[src/rtl/rr_mux4_arbiter.sv]
`default_nettype none
// ============================================================================
//  Module   : rr_mux4_arbiter
//  Purpose  : Round-robin arbiter/sequencer sharing one 4:1 data mux between
//             four valid/ready requesters (a, b, c, d) and a single registered
//             valid/ready output. A winner may keep the mux for up to
//             BURST_MAX back-to-back beats before the grant rotates.
//
//  Parameters
//     DATA_W     width of each requester word and of y
//     BURST_MAX  max consecutive beats per grant (>= 1)
//
//  Ports
//     clk        clock, rising-edge active
//     rst_n      asynchronous active-low reset
//     req[3:0]   per-requester valid (0=a, 1=b, 2=c, 3=d)
//     ack[3:0]   per-requester ready (combinational)
//     a,b,c,d    requester data, sampled on the transfer edge
//     y          registered selected data
//     y_valid    y holds an unconsumed beat
//     y_ready    consumer accepts y when y_valid && y_ready
//     grant[3:0] registered one-hot current owner, 0 when idle
//     s0, s1     registered mux select, index = {s0,s1}
//
//  Revision : 1.0  initial release
// ============================================================================
module rr_mux4_arbiter #(
   parameter int DATA_W    = 8,
   parameter int BURST_MAX = 4
) (
   input  logic              clk,
   input  logic              rst_n,
   input  logic [3:0]        req,
   output logic [3:0]        ack,
   input  logic [DATA_W-1:0] a,
   input  logic [DATA_W-1:0] b,
   input  logic [DATA_W-1:0] c,
   input  logic [DATA_W-1:0] d,
   output logic [DATA_W-1:0] y,
   output logic              y_valid,
   input  logic              y_ready,
   output logic [3:0]        grant,
   output logic              s0,
   output logic              s1
);

   // ------------------------------------------------------------------------
   // Constants and state encoding
   // ------------------------------------------------------------------------
   localparam int                 C_CNT_W     = $clog2(BURST_MAX + 1);
   localparam logic [C_CNT_W-1:0] C_CNT_ONE   = C_CNT_W'(1);
   localparam logic [C_CNT_W-1:0] C_BURST_LIM = C_CNT_W'(BURST_MAX);

   typedef enum logic [0:0] {
      ST_IDLE = 1'b0,
      ST_BUSY = 1'b1
   } state_t;

   // ------------------------------------------------------------------------
   // Registered state
   // ------------------------------------------------------------------------
   state_t              state_q,   state_d;
   logic [1:0]          ptr_q,     ptr_d;      // highest-priority index
   logic [C_CNT_W-1:0]  cnt_q,     cnt_d;      // beats taken in this grant
   logic [DATA_W-1:0]   y_q,       y_d;
   logic                y_valid_q, y_valid_d;
   logic [3:0]          grant_q,   grant_d;
   logic [1:0]          sel_q,     sel_d;      // current owner / mux select

   // ------------------------------------------------------------------------
   // Combinational decision signals
   // ------------------------------------------------------------------------
   logic [1:0]          w_scan_ptr;   // where the round-robin scan starts
   logic [2:0]          w_pick;       // {found, index} from the scan
   logic                w_cap_en;     // load a new beat into y this cycle
   logic [1:0]          w_cap_idx;    // requester supplying that beat
   logic [DATA_W-1:0]   w_mux;        // 4:1 data mux output

   // Round-robin scan: first requester at or after p (mod 4).
   // Iterating from the far end down lets the nearest hit overwrite the rest.
   function automatic logic [2:0] rr_pick(input logic [3:0] r,
                                          input logic [1:0] p);
      logic [2:0] res;
      logic [1:0] idx;
      res = 3'b000;
      for (int k = 3; k >= 0; k--) begin
         idx = p + 2'(k);
         if (r[idx]) begin
            res = {1'b1, idx};
         end
      end
      return res;
   endfunction

   // In IDLE the scan starts at ptr. In BUSY a rotation starts just past the
   // current owner, so a sole requester with an exhausted burst wraps back
   // onto itself and keeps streaming without a bubble.
   always_comb begin
      w_scan_ptr = ptr_q;
      if (state_q == ST_BUSY) begin
         w_scan_ptr = sel_q + 2'd1;
      end
   end

   assign w_pick = rr_pick(req, w_scan_ptr);

   // ------------------------------------------------------------------------
   // Next-state logic
   // ------------------------------------------------------------------------
   always_comb begin
      state_d   = state_q;
      ptr_d     = ptr_q;
      cnt_d     = cnt_q;
      y_valid_d = y_valid_q;
      grant_d   = grant_q;
      w_cap_en  = 1'b0;
      w_cap_idx = sel_q;

      case (state_q)
         ST_IDLE: begin
            if (w_pick[2]) begin
               w_cap_en  = 1'b1;
               w_cap_idx = w_pick[1:0];
               cnt_d     = C_CNT_ONE;
               state_d   = ST_BUSY;
            end
         end

         ST_BUSY: begin
            // Nothing moves until the consumer takes the beat in y.
            if (y_ready) begin
               if (req[sel_q] && (cnt_q < C_BURST_LIM)) begin
                  // Same owner continues its burst.
                  w_cap_en  = 1'b1;
                  w_cap_idx = sel_q;
                  cnt_d     = cnt_q + C_CNT_ONE;
               end else begin
                  // Burst exhausted or owner dropped req: rotate.
                  ptr_d = sel_q + 2'd1;
                  if (w_pick[2]) begin
                     w_cap_en  = 1'b1;
                     w_cap_idx = w_pick[1:0];
                     cnt_d     = C_CNT_ONE;
                  end else begin
                     state_d   = ST_IDLE;
                     y_valid_d = 1'b0;
                     grant_d   = 4'b0000;
                     cnt_d     = '0;
                  end
               end
            end
         end

         default: begin
            state_d = ST_IDLE;
         end
      endcase

      if (w_cap_en) begin
         y_valid_d = 1'b1;
         grant_d   = 4'b0001 << w_cap_idx;
      end
   end

   // ------------------------------------------------------------------------
   // Shared 4:1 data mux, steered by the requester being captured
   // ------------------------------------------------------------------------
   always_comb begin
      case (w_cap_idx)
         2'd0:    w_mux = a;
         2'd1:    w_mux = b;
         2'd2:    w_mux = c;
         default: w_mux = d;
      endcase
   end

   // y and the select hold their last value unless a new beat is captured;
   // the select deliberately keeps pointing at the last owner when idle.
   always_comb begin
      y_d   = y_q;
      sel_d = sel_q;
      if (w_cap_en) begin
         y_d   = w_mux;
         sel_d = w_cap_idx;
      end
   end

   // Ready goes only to the requester being captured. Gated by rst_n so no
   // transfer is signalled while the block is held in reset.
   always_comb begin
      ack = 4'b0000;
      if (w_cap_en && rst_n) begin
         ack = 4'b0001 << w_cap_idx;
      end
   end

   // ------------------------------------------------------------------------
   // State registers
   // ------------------------------------------------------------------------
   always_ff @(posedge clk or negedge rst_n) begin
      if (!rst_n) begin
         state_q   <= ST_IDLE;
         ptr_q     <= 2'd0;
         cnt_q     <= '0;
         y_q       <= '0;
         y_valid_q <= 1'b0;
         grant_q   <= 4'b0000;
         sel_q     <= 2'd0;
      end else begin
         state_q   <= state_d;
         ptr_q     <= ptr_d;
         cnt_q     <= cnt_d;
         y_q       <= y_d;
         y_valid_q <= y_valid_d;
         grant_q   <= grant_d;
         sel_q     <= sel_d;
      end
   end

   // ------------------------------------------------------------------------
   // Outputs
   // ------------------------------------------------------------------------
   assign y       = y_q;
   assign y_valid = y_valid_q;
   assign grant   = grant_q;
   assign s0      = sel_q[1];
   assign s1      = sel_q[0];

endmodule
`default_nettype wire

[config.mk]
export PLATFORM = sky130hd
export DESIGN_NAME = rr_mux4_arbiter
export DESIGN_NICKNAME = d
export VERILOG_FILES = /design/src/rtl/rr_mux4_arbiter.sv
export SDC_FILE = /design/constraint.sdc
export NUM_CORES = 1
export LEC_CHECK = 0
export ABC_AREA = 1
export ABC_CLOCK_PERIOD_IN_PS = 3840
export CAP_MARGIN = 20
export CORE_ASPECT_RATIO = 1.2
export CORE_MARGIN = 3
export CORE_UTILIZATION = 49
export CTS_BUF_LIST = sky130_fd_sc_hd__clkbuf_8
export CTS_CLUSTER_SIZE = 14
export DETAILED_ROUTE_END_ITERATION = 16
export PLACE_DENSITY = 0.87
export SLEW_MARGIN = 20
export SYNTH_ARGS = -nofsm -noshare
export SYNTH_HDL_FRONTEND = slang
export SYNTH_SLANG_ARGS = --single-unit
[constraint.sdc]
create_clock -name clk -period 3.84 [get_ports clk]
set_input_delay 0.96 -clock clk [delete_from_list [all_inputs] [get_ports clk]]
set_output_delay 0.96 -clock clk [all_outputs]
set_load 0.02 [all_outputs]
==> summary.md <==
| Metric | Value |
|---|---|
| WP data arrival | `between 2000 and 3000 ps` |
| Diode count | `0` |
| Clock Sinks | `21` |
| FF-to-FF Start | `state_q` |
| CP max-delay cell | `clkdlybuf4s50_1` |
| DR iter-0 viols | `63` |
| Setup-failing EPs final | `0` |
| Bufs and invs on worst path | `4` |
| Max Clock Skew | `roughly 4.8 ps` |
| Delay-heaviest family, CP | `simple AND/OR/NAND/NOR gates` |
| Cells after Synth | `approximately 230` |
| Pwr dens | `between 800 and 900 nW/um^2` |
| # fillers | `222` |
| Hold Path Cell Cnt | `2` |
| Initial Util | `0.534` |
| Layout net count | `between 300 and 400` |
| CTS tree | `done` |
| Io pins | `58` |
| Congestion Overflow GR | `0` |
| Hold Slack | `~490 ps` |
| Overall routing resource usage | `0.239` |
| Cell area after synthesis | `1560 um^2` |
| Buffers added on ports | `57` |
| Syn nets | `roughly 270` |
| Max Slew Vio Count | `0` |
| Period utilization | `0.970` |
| Critical path required time | `2880 ps` |
| Pleak | `~1.2 nW` |
| Max clock buf depth | `2` |
| CP Capture Type | `primary output` |
| Crit-path max cell delay | `420 ps` |
| Synth unique cells | `27` |
| Most used cell, CP | `nand2_1` |
| Post-DP Area | `about 2300 um^2` |
| FF-to-FF path depth | `17` |
| Outcome | `finished clean` |
| H-tree levels | `1` |
| Largest net degree at the start of global routing | `22` |
| Vias in the first global route | `between 1500 and 2000` |
| #FFs+latches synth | `21` |
| Worst-Skew Late Latency | `around 270 ps` |
| Die area | `a little under 4000 um^2` |
| Register area share after synthesis | `0.338` |
| Worst setup path class | `input port to primary output` |
| Layout cells sized above 1 | `0.203` |
| Slew margin rel. | `0.568` |
| Synth area leaders | `dfrtp_1 34%, nand2_1 18%, nand3_1 6.8%` |
| Hold Violations, Final | `0` |
| RR Endpoint | `y[1]` |
| Critical path depth | `16` |
| Vias per std cell | `roughly 5.2` |
| Max frequency | `between 0.2 and 0.3 GHz` |
| Startpoint Class | `input port` |
| DR vias | `1754` |
| First-pass detailed-route iteration total | `6` |
| Initial antenna violation count | `0` |
| Slew @ Worst Pin | `646 ps` |
| Syn-to-layout area delta | `50.8%` |
| Top cell type's share of synthesized area | `0.338` |
| Final HPWL DP | `3470 um` |
| Hold Path End | `grant[3]` |
| Yosys top cell by area | `dfrtp_1` |
| CTS Hold Bufs | `0` |
| GP Congestion | `0.881` |
| Syn. warnings | `0` |
| First-pass GRT wire length | `7310 um` |
| Chip width | `between 50 and 60 um` |
| Syn Area/Cell | `6.92 um^2` |
| Total Wirelength | `4550 um` |
| Post-route cell area | `around 2300 um^2` |
| Routed len/inst | `roughly 13 um` |
| Class of the worst hold path | `flip-flop to flip-flop` |
| Row cnt | `21` |
| # DRC | `0` |
| Clock Tree Root | `clkbuf_8` |
| FF-to-FF setup slack | `between 1000 and 1500 ps` |
| # Max-Cap Violations | `0` |
| Die Y | `~68 um` |
| Final ANT Viol Nets | `0` |
| Worst-path fanout max | `5` |
| Clock period minus worst slack | `approximately 3700 ps` |
| Core outline area | `just under 3000 um^2` |
| HP Start | `grant[3]` |
| Num CTS Buffers | `3` |
| CP Cell Sequence | `clkdlybuf4s50_1 -> inv_1 -> nand2_1 -> nand3_1 -> nand2_1 -> nand2_1 -> nand2_1 -> nand2_1 -> nand2_2 -> nor2_1 -> nand2_1 -> nand2_4 -> clkinv_4 -> nand2_1 -> nor2_1 -> buf_4` |
| Clock slew at reported path FFs | `roughly 90 ps` |
| Worst VDD drop | `0.538 mV` |
## flip-flops by register name (all words and copies together), names as in the netlist
signal	flops
y_valid	1
y	8
ptr_q	2
state_q	1
grant	4
cnt_q	3
sel_q	2
## placed cells by master (no fill, tap or decap), drive strengths merged
master         synthesis  routed
a21oi                  7       7
a22oi                  1       1
buf                    5      29
clkbuf                 1       3
clkdlybuf4s50          0      51
clkinv                 1       1
clkinvlp               0       1
dfrtp                 21      21
dlymetal6s2s           0       2
ha                     1       1
inv                   24      24
nand2                 85      85
nand3                 27      27
nand4                  7       7
nor2                  25      25
o21ai                 18      18
o22ai                  1       1
or2                    1       1
## area by class of cell
class | instances | area (um^2) | area share
Tap cell | 34 | 42.5 | 0.0181
Multi-Input combinational cell | 173 | 881 | 0.375
Clock inverter | 1 | 7.51 | 0.00320
Inverter | 25 | 98.8 | 0.0421
Timing Repair Buffer | 82 | 751 | 0.320
Sequential cell | 21 | 526 | 0.224
Clock buffer | 3 | 41.3 | 0.0176
## Yosys cell counts, drive strengths merged
cell type and instances:
o21ai 18, a21oi 7, nand2 85, or2 1, o22ai 1, inv 24, a22oi 1, nor2 25
clkbuf 1, nand3 27, ha 1, dfrtp 21, clkinv 1, nand4 7, buf 5
## cell families after synthesis
logic type,synth area share
AND/OR/NAND/NOR,0.445
adder cells (fa/ha/maj),0.00804
buffers and inverters,0.101
AO/OA/AOI/OAI,0.109
flip-flops,0.338
## layer usage
layer	track usage	part of all wire
met5	0	0
met4	0.0783	0.020
met3	0.0554	0.068
met2	0.438	0.52
met1	0.271	0.39
## worst max-delay path by stage
stage | end | slack [ps] | start
after floorplan | ack[0] | 550 | req[1]
after global placement | ack[1] | -250 | req[3]
after detailed placement | ack[2] | -320 | req[3]
after CTS | ack[0] | 20 | req[3]
after global routing | ack[2] | -3 | req[1]
final | ack[2] | 110 | req[1]
## tightest hold or removal path, delay by kind of cell, from the launching register on
| kind | cells | cell delay (ps) |
|---|---|---|
| flip-flops | 1 | 350 |
| AO/OA/AOI/OAI | 1 | 60 |
| AND/OR/NAND/NOR | 1 | 50 |
## where the power goes
| part | internal, mW | leakage [nW] | switching (mW) |
|---|---|---|---|
| combinational | 0.604 | 0.927 | 0.819 |
| sequential | 0.315 | 0.255 | 0.0731 |
| clock | 0.0735 | 0.0217 | 0.0805 |
| total | 0.993 | 1.20 | 0.972 |
## repair_timing
action,CTS,global route
resized for setup,12,11
cloned,0,0
endpoints found under the setup margin,4,4
pin swaps,0,6
buffers inserted,0,2
## metrics by stage
| step | utilization | total power [mW] | TNS (ps) | setup WS (ps) | cells |
|---|---|---|---|---|---|
| floorplan | - | 1.29 | 0 | 552 | 225 |
| global placement | 0.783 | 1.73 | -929 | -253 | 333 |
| detailed placement | 0.783 | 1.77 | -1220 | -320 | 333 |
| CTS | 0.802 | 1.93 | 0 | 21.3 | 337 |
| global route | 0.805 | 2.11 | -2.99 | -2.99 | 339 |
| finish | 0.805 | 1.96 | 0 | 115 | 339 |
Note: power is estimated with default switching activity, not from simulation.
